**src/rtl/adder_operand_issuer.sv**
```systemverilog
// Purpose: buffers operand pairs and issues them to a registered adder; sum_valid marks real sums.
// Latency: push to earliest pop is 1 cycle; pop to A/B is 1 cycle; pop to sum_valid is LAT+1 cycles.
// Backpressure: in_ready drops when the FIFO holds DEPTH pairs; a same-cycle pop does not free a slot.
module adder_operand_issuer #(
  parameter int WIDTH = 8,
  parameter int DEPTH = 4,
  parameter int LAT   = 1
) (
  input  logic                     clk,
  input  logic                     reset,
  input  logic                     in_valid,
  output logic                     in_ready,
  input  logic [WIDTH-1:0]         in_a,
  input  logic [WIDTH-1:0]         in_b,
  input  logic                     issue_en,
  output logic [WIDTH-1:0]         A,
  output logic [WIDTH-1:0]         B,
  output logic                     sum_valid,
  output logic [$clog2(DEPTH):0]   count,
  output logic [15:0]              issued_cnt
);

  localparam int PTR_W = $clog2(DEPTH);
  localparam int CNT_W = PTR_W + 1;

  typedef struct packed {
    logic [WIDTH-1:0] a;
    logic [WIDTH-1:0] b;
  } pair_t;

  pair_t            mem [DEPTH];
  logic [PTR_W-1:0] head;
  logic [PTR_W-1:0] tail;
  logic [LAT:0]     vld_pipe;
  logic             push;
  logic             pop;
  pair_t            head_pair;

  // Handshake decode: ready comes only from the registered occupancy, held low during reset.
  always_comb begin
    in_ready  = reset & (count < CNT_W'(DEPTH));
    push      = in_valid & in_ready;
    pop       = issue_en & (count != '0);
    head_pair = mem[head];
    sum_valid = vld_pipe[LAT];
  end

  // Storage array; contents are meaningless while empty, so it needs no reset.
  always_ff @(posedge clk) begin
    if (push) begin
      mem[tail] <= '{a: in_a, b: in_b};
    end
  end

  // Pointers and occupancy; full/empty decided by count alone, pointers wrap naturally.
  always_ff @(posedge clk or negedge reset) begin
    if (!reset) begin
      head  <= '0;
      tail  <= '0;
      count <= '0;
    end else begin
      if (push) begin
        tail <= tail + PTR_W'(1);
      end
      if (pop) begin
        head <= head + PTR_W'(1);
      end
      case ({push, pop})
        2'b10:   count <= count + CNT_W'(1);
        2'b01:   count <= count - CNT_W'(1);
        default: count <= count;
      endcase
    end
  end

  // Operand registers feeding the adder; they hold their value when nothing is issued.
  always_ff @(posedge clk or negedge reset) begin
    if (!reset) begin
      A          <= '0;
      B          <= '0;
      issued_cnt <= '0;
    end else if (pop) begin
      A          <= head_pair.a;
      B          <= head_pair.b;
      issued_cnt <= issued_cnt + 16'd1;
    end
  end

  // Pop strobe delay line: one stage for the operand register plus LAT stages of adder latency.
  always_ff @(posedge clk or negedge reset) begin
    if (!reset) begin
      vld_pipe <= '0;
    end else begin
      vld_pipe[0] <= pop;
      for (int i = 1; i <= LAT; i++) begin
        vld_pipe[i] <= vld_pipe[i-1];
      end
    end
  end

endmodule

```
**config.mk**
```make
export PLATFORM = sky130hd
export DESIGN_NAME = adder_operand_issuer
export DESIGN_NICKNAME = d
export VERILOG_FILES = /design/src/rtl/adder_operand_issuer.sv
export SDC_FILE = /design/constraint.sdc
export NUM_CORES = 1
export LEC_CHECK = 0
export ABC_AREA = 1
export CORE_ASPECT_RATIO = 1.1
export CORE_MARGIN = 5
export CORE_UTILIZATION = 45
export CTS_BUF_LIST = sky130_fd_sc_hd__clkbuf_2
export CTS_CLUSTER_SIZE = 14
export DETAILED_ROUTE_END_ITERATION = 7
export GPL_TIMING_DRIVEN = 0
export PLACE_DENSITY = 0.7
export SYNTH_ARGS = -nofsm -noshare
export SYNTH_HDL_FRONTEND = slang
export SYNTH_SLANG_ARGS = --single-unit
```
**constraint.sdc**
```tcl
create_clock -name clk -period 1.95 [get_ports clk]
set_input_delay 0.39 -clock clk [delete_from_list [all_inputs] [get_ports clk]]
set_output_delay 0.39 -clock clk [all_outputs]
set_load 0.005 [all_outputs]
```
# Word level (Yosys, flattened, before mapping)
# Memory sizes are Yosys's and may differ from the RTL's. A register that Yosys moved wholly into a read port is not among the register bits.
# Cells that the tools add are included.
# word_totals
reg_bits	25
out_inout_bits	37
n_memories	1
ramBits	64
elab_cells	23
input_bits	20
# classes
n_mux	3
n_eq_ne	2
bitwise_logic	3
n_reduce_logical	3
order_cmp	1
addsub	5
# mem_list
name	words	width	rd	rd_ports_with_merged_regs	wr	line	text
mem	4	16	1	1	1	31	pair_t mem [DEPTH];
# op_table
operator	n
adder 16 x 1 -> 16 bit (second input constant)	1
one-hot mux 3 bit (2 select lines)	1
adder 2 x 1 -> 2 bit (second input constant)	2
adder 3 x 1 -> 3 bit (second input constant)	1
AND 1 bit	3
less-than comparator 3 bit (second input constant)	1
nonzero test 3 bit	1
subtractor 3 x 1 -> 3 bit (second input constant)	1
equality test 2 x 1 -> 1 bit (second input constant)	1
equality test 2 bit (second input constant)	1
2-to-1 mux 1 bit	2
nonzero test 2 bit	1
logical NOT 1 bit	1

# Depth between registers and ports, before layout
# logic_depth
ltp_word	5
depth_mapped	11
depth_no_buf	10

# Least setup slack after synthesis
# Ideal clock, no wire load.
# synth_path
path_type	flip-flop to flip-flop
start	register count[0]
end	register count[2]
path_stages_with_launch	12
arrival_time_ps	1812
t_required_ps	1819
path_slack_ps	7
setup_time_ps	131
path_buffers	1
cell_sequence	dfrtp_1 > inv_2 > nand3_2 > nand2_4 > inv_4 > buf_2 > ha_1 > inv_1 > fa_1 > a21oi_1 > o21ai_0 > xor2_1
# synth_via
elab_cells_between_ends	11
cone_classes	2 x add/sub; 1 x order compare; 2 x eq/ne; 1 x mux; 3 x bitwise; 2 x reduce/logical
# synth_lines
element	line	text
start, declared	19	output logic [$clog2(DEPTH):0] count,
start signal, assigned	69	2'b10: count <= count + CNT_W'(1);
start signal, assigned	70	2'b01: count <= count - CNT_W'(1);
start signal, assigned	71	default: count <= count;
nonzero test 3 bit (*)	43	pop = issue_en & (count != '0);
AND 1 bit (*)	43	
net pop	36	logic pop;
equality test 2 x 1 -> 1 bit / equality test 2 bit (equally long branches)	68	case ({push, pop})
one-hot mux 3 bit (2 select lines) / nonzero test 2 bit (equally long branches)	n/a	
# The timed path passes the listed nets; every way through them passes the cells marked *.
# A chain may end at the register's enable or synchronous reset.

# Worst setup path in the final report
# layout_path
start	register issued_cnt[6]
end	output port issued_cnt[6]
# layout_lines
element	line	text
start, declared	20	output logic [15:0] issued_cnt
start signal, assigned	85	issued_cnt <= issued_cnt + 16'd1;
# No word-level cell between the ends.

==> flow_metrics.tcl <==
set metrics [dict create \
    core_mm2 0.00940 \
    grt_overflow 0 \
    required_ns 1.56 \
    layout_commonest_cell "nor2_1" \
    firstDrtPassIters 4 \
    htree_levels 3 \
    dieArea_mm2 0.0117 \
    fin_crit_ns 1.88 \
    synth_area_mm2 0.00433 \
    combPwrFrac_pct 39.6 \
    internal_power_mw 4.34 \
    async_reset_ff_share_pct 39.0 \
    post-route-period-util_pct 96.7 \
    vias_per_cell 4.97 \
    clk_pin_slew_ns 0.29 \
    clkPwrFrac_pct 16.1 \
    start_kind "flop" \
    synth_top_area_cell "edfxtp_1" \
    fmax_ghz 0.531 \
    post-place-ws_ns -0.804 \
    worst-path-buf-inv 1 \
    slowest_stage "clkdlybuf4s50_1" \
    min_path_type "reg -> reg" \
    netSwitchingPower_mw 2.40 \
    slowest_delay_ns 0.51 \
    grt_pass1_wl_mm 15.1 \
    grt_use_met3_pct 2.77 \
    areaGrowthSynthToFinish_pct 30.4 \
    grt_use_met1_pct 22.3 \
    ios 57 \
    vias 3049 \
    timing.slew.headroom_pct 31.5 \
    worst_slack_ns 0.0652 \
    start_util_pct 46.0 \
    finClkSkew_ns 0.0309 \
    crit_path_end_kind "primary output" \
    power_density_mw_per_mm2 1200 \
    fin_setup_tns_ns 0 \
    fp.dieH_um 113 \
    synth_seq_cells 105 \
    portBuffers 56 \
    drive_above_1_share_pct 18.1 \
    cts_sinks 105 \
    arrival_ns 1.49 \
    slew_viol_final 0 \
    crit_type "reg -> out" \
    status "complete, no violations" \
    wl_per_cell_um 15.8 \
    maxCapViolations 0 \
    final_cell_mix "96 x nor2_1, 64 x edfxtp_1, 42 x nand2_1" \
    grt-busiest-layer "met2" \
    routabilityCongestion 0.777 \
    final_area_mm2 0.00564 \
    row_count 37 \
    wl_mm 9.71 \
    cts_buffers 9 \
    antenna_found_initial 0 \
    postRouteAntennaNets 0 \
    nFillCells 785 \
    ys.flop_type "edfxtp_1" \
    grt_use_met2_pct 28.2 \
    drcViolationCount 0 \
    syn_inst 385 \
    placed_area_mm2 0.00511 \
    netSwitchingFraction_pct 35.6 \
    crit_fanout 2 \
    root_buffer "clkbuf_2" \
    path_delay_family "buffers and inverters" \
    ys_seq_area_share_pct 68.1 \
    setup_viol_count_final 0 \
    crit_path_cell_trace "clkdlybuf4s50_1" \
    die_x_um 103 \
    grt_pass1_vias 3038 \
    drt_iter0_drc 188 \
    synth_nets 412 \
    cts_tree "done" \
    fin_worst_hold_slack_ns 0.393 \
    vdd_drop_max_mv 0.699 \
    synth_top_area_share_pct 44.4 \
    grt_max_degree 22 \
    synth.avg_cell_area_um2 11.2 \
    ys_warn_count 0 \
    synthTopCellsByArea "edfxtp_1 44%, dfrtp_1 24%, nor2_1 8.7%" \
    ys_types 29 \
    dp_hpwl_mm 6.12 \
    power_mw 6.74 \
    leakage_nw 2.47 \
    hold_viol_final 0 \
    track_usage_pct 16.9 \
    layout.nets 518 \
    diodes 0 \
    clock_path_buffers 2 \
    seqPwrFrac_pct 44.3 \
    clk_latency_ns 0.56 \
    tightest_slew_ns 1.02 \
    synth_edf_count 64 \
]
per-stage QoR:
| step | util, % | instances |
|---|---|---|
| after CTS | 57.9 | 598 |
| final | 60.0 | 613 |
| after global routing | 60.0 | 613 |
| after global placement | 53.6 | 558 |
| after detailed placement | 54.4 | 562 |
| after floorplan | - | 385 |
worst paths after layout:
path,startpoint,endpoint,slack (ns),cells past startpoint
min reg2reg,vld_pipe[0],vld_pipe[1],0.39,0
min,vld_pipe[0],vld_pipe[1],0.39,0
max,issued_cnt[6],issued_cnt[6],0.07,1
min in group asynchronous,reset,B[7],0.47,5
max in group asynchronous,reset,A[3],0.53,5
max reg2reg,count[1],count[1],0.08,8
flip-flops by register name, indices dropped and copies added, names as in the netlist:
| name | cells |
|---|---|
| issued_cnt | 16 |
| count | 3 |
| head | 2 |
| vld_pipe | 2 |
| A | 8 |
| mem | 64 |
| tail | 2 |
| B | 8 |
layout make-up:
type	count	area [µm²]	share of cell area (%)
sequential	105	2950	52.3
multi-input combinational	237	1230	21.7
timing repair buffer	95	982	17.4
tap	117	146	2.60
inverter	29	121	2.15
clock inverter	7	83.8	1.49
buffer	13	76.3	1.35
clock buffer	9	45.0	0.799
timing repair inverter	1	8.76	0.155
timing repair:
action | 4_1_cts | 5_1_grt
resized for setup | 9 | 31
cloned | 0 | 1
hold buffers | 5 | 0
pin swaps | 1 | 1
endpoints found under the setup margin | 37 | 45
hold endpoints to repair | 41 | 0
setup buffers | 16 | 14
Yosys cell counts, drive strengths merged, types with 3 or more instances:
master	count
inv	29
nand4	3
nand2	45
edfxtp	64
o21ai	34
a31oi	16
clkbuf	4
buf	10
nand3	8
ha	6
xor2	11
nor2	106
dfrtp	41
routing by layer:
| layer | vias up | share of wire (%) |
|---|---|---|
| li1 | 1499 | - |
| met2 | 73 | 52 |
| met4 | 0 | 0.65 |
| met5 | - | 0 |
| met3 | 7 | 5.2 |
| met1 | 1470 | 42 |
power groups by stage:
| stage | Clock [mW] | Combinational [mW] | Sequential, mW |
|---|---|---|---|
| 2_1_floorplan | 0 | 1.29 | 3.07 |
| 3_3_place_gp | 0 | 2.26 | 3.10 |
| 3_5_place_dp | 0 | 2.38 | 3.10 |
| 4_1_cts | 1.11 | 2.57 | 3.00 |
| 5_1_grt | 1.21 | 2.98 | 3.03 |
| 6_report | 1.08 | 2.67 | 2.98 |
logic make-up (layout without fill, tap and decap cells):
kind of cell	Yosys count	count (layout)	share of synthesized area, %
simple gates	165	165	16.1
flops	105	105	68.1
compound gates	52	52	6.48
fa+ha+maj	7	7	2.20
buf+inv	43	154	4.45
xor+xnor	13	13	2.63
Note: power is estimated with default switching activity, not from simulation.
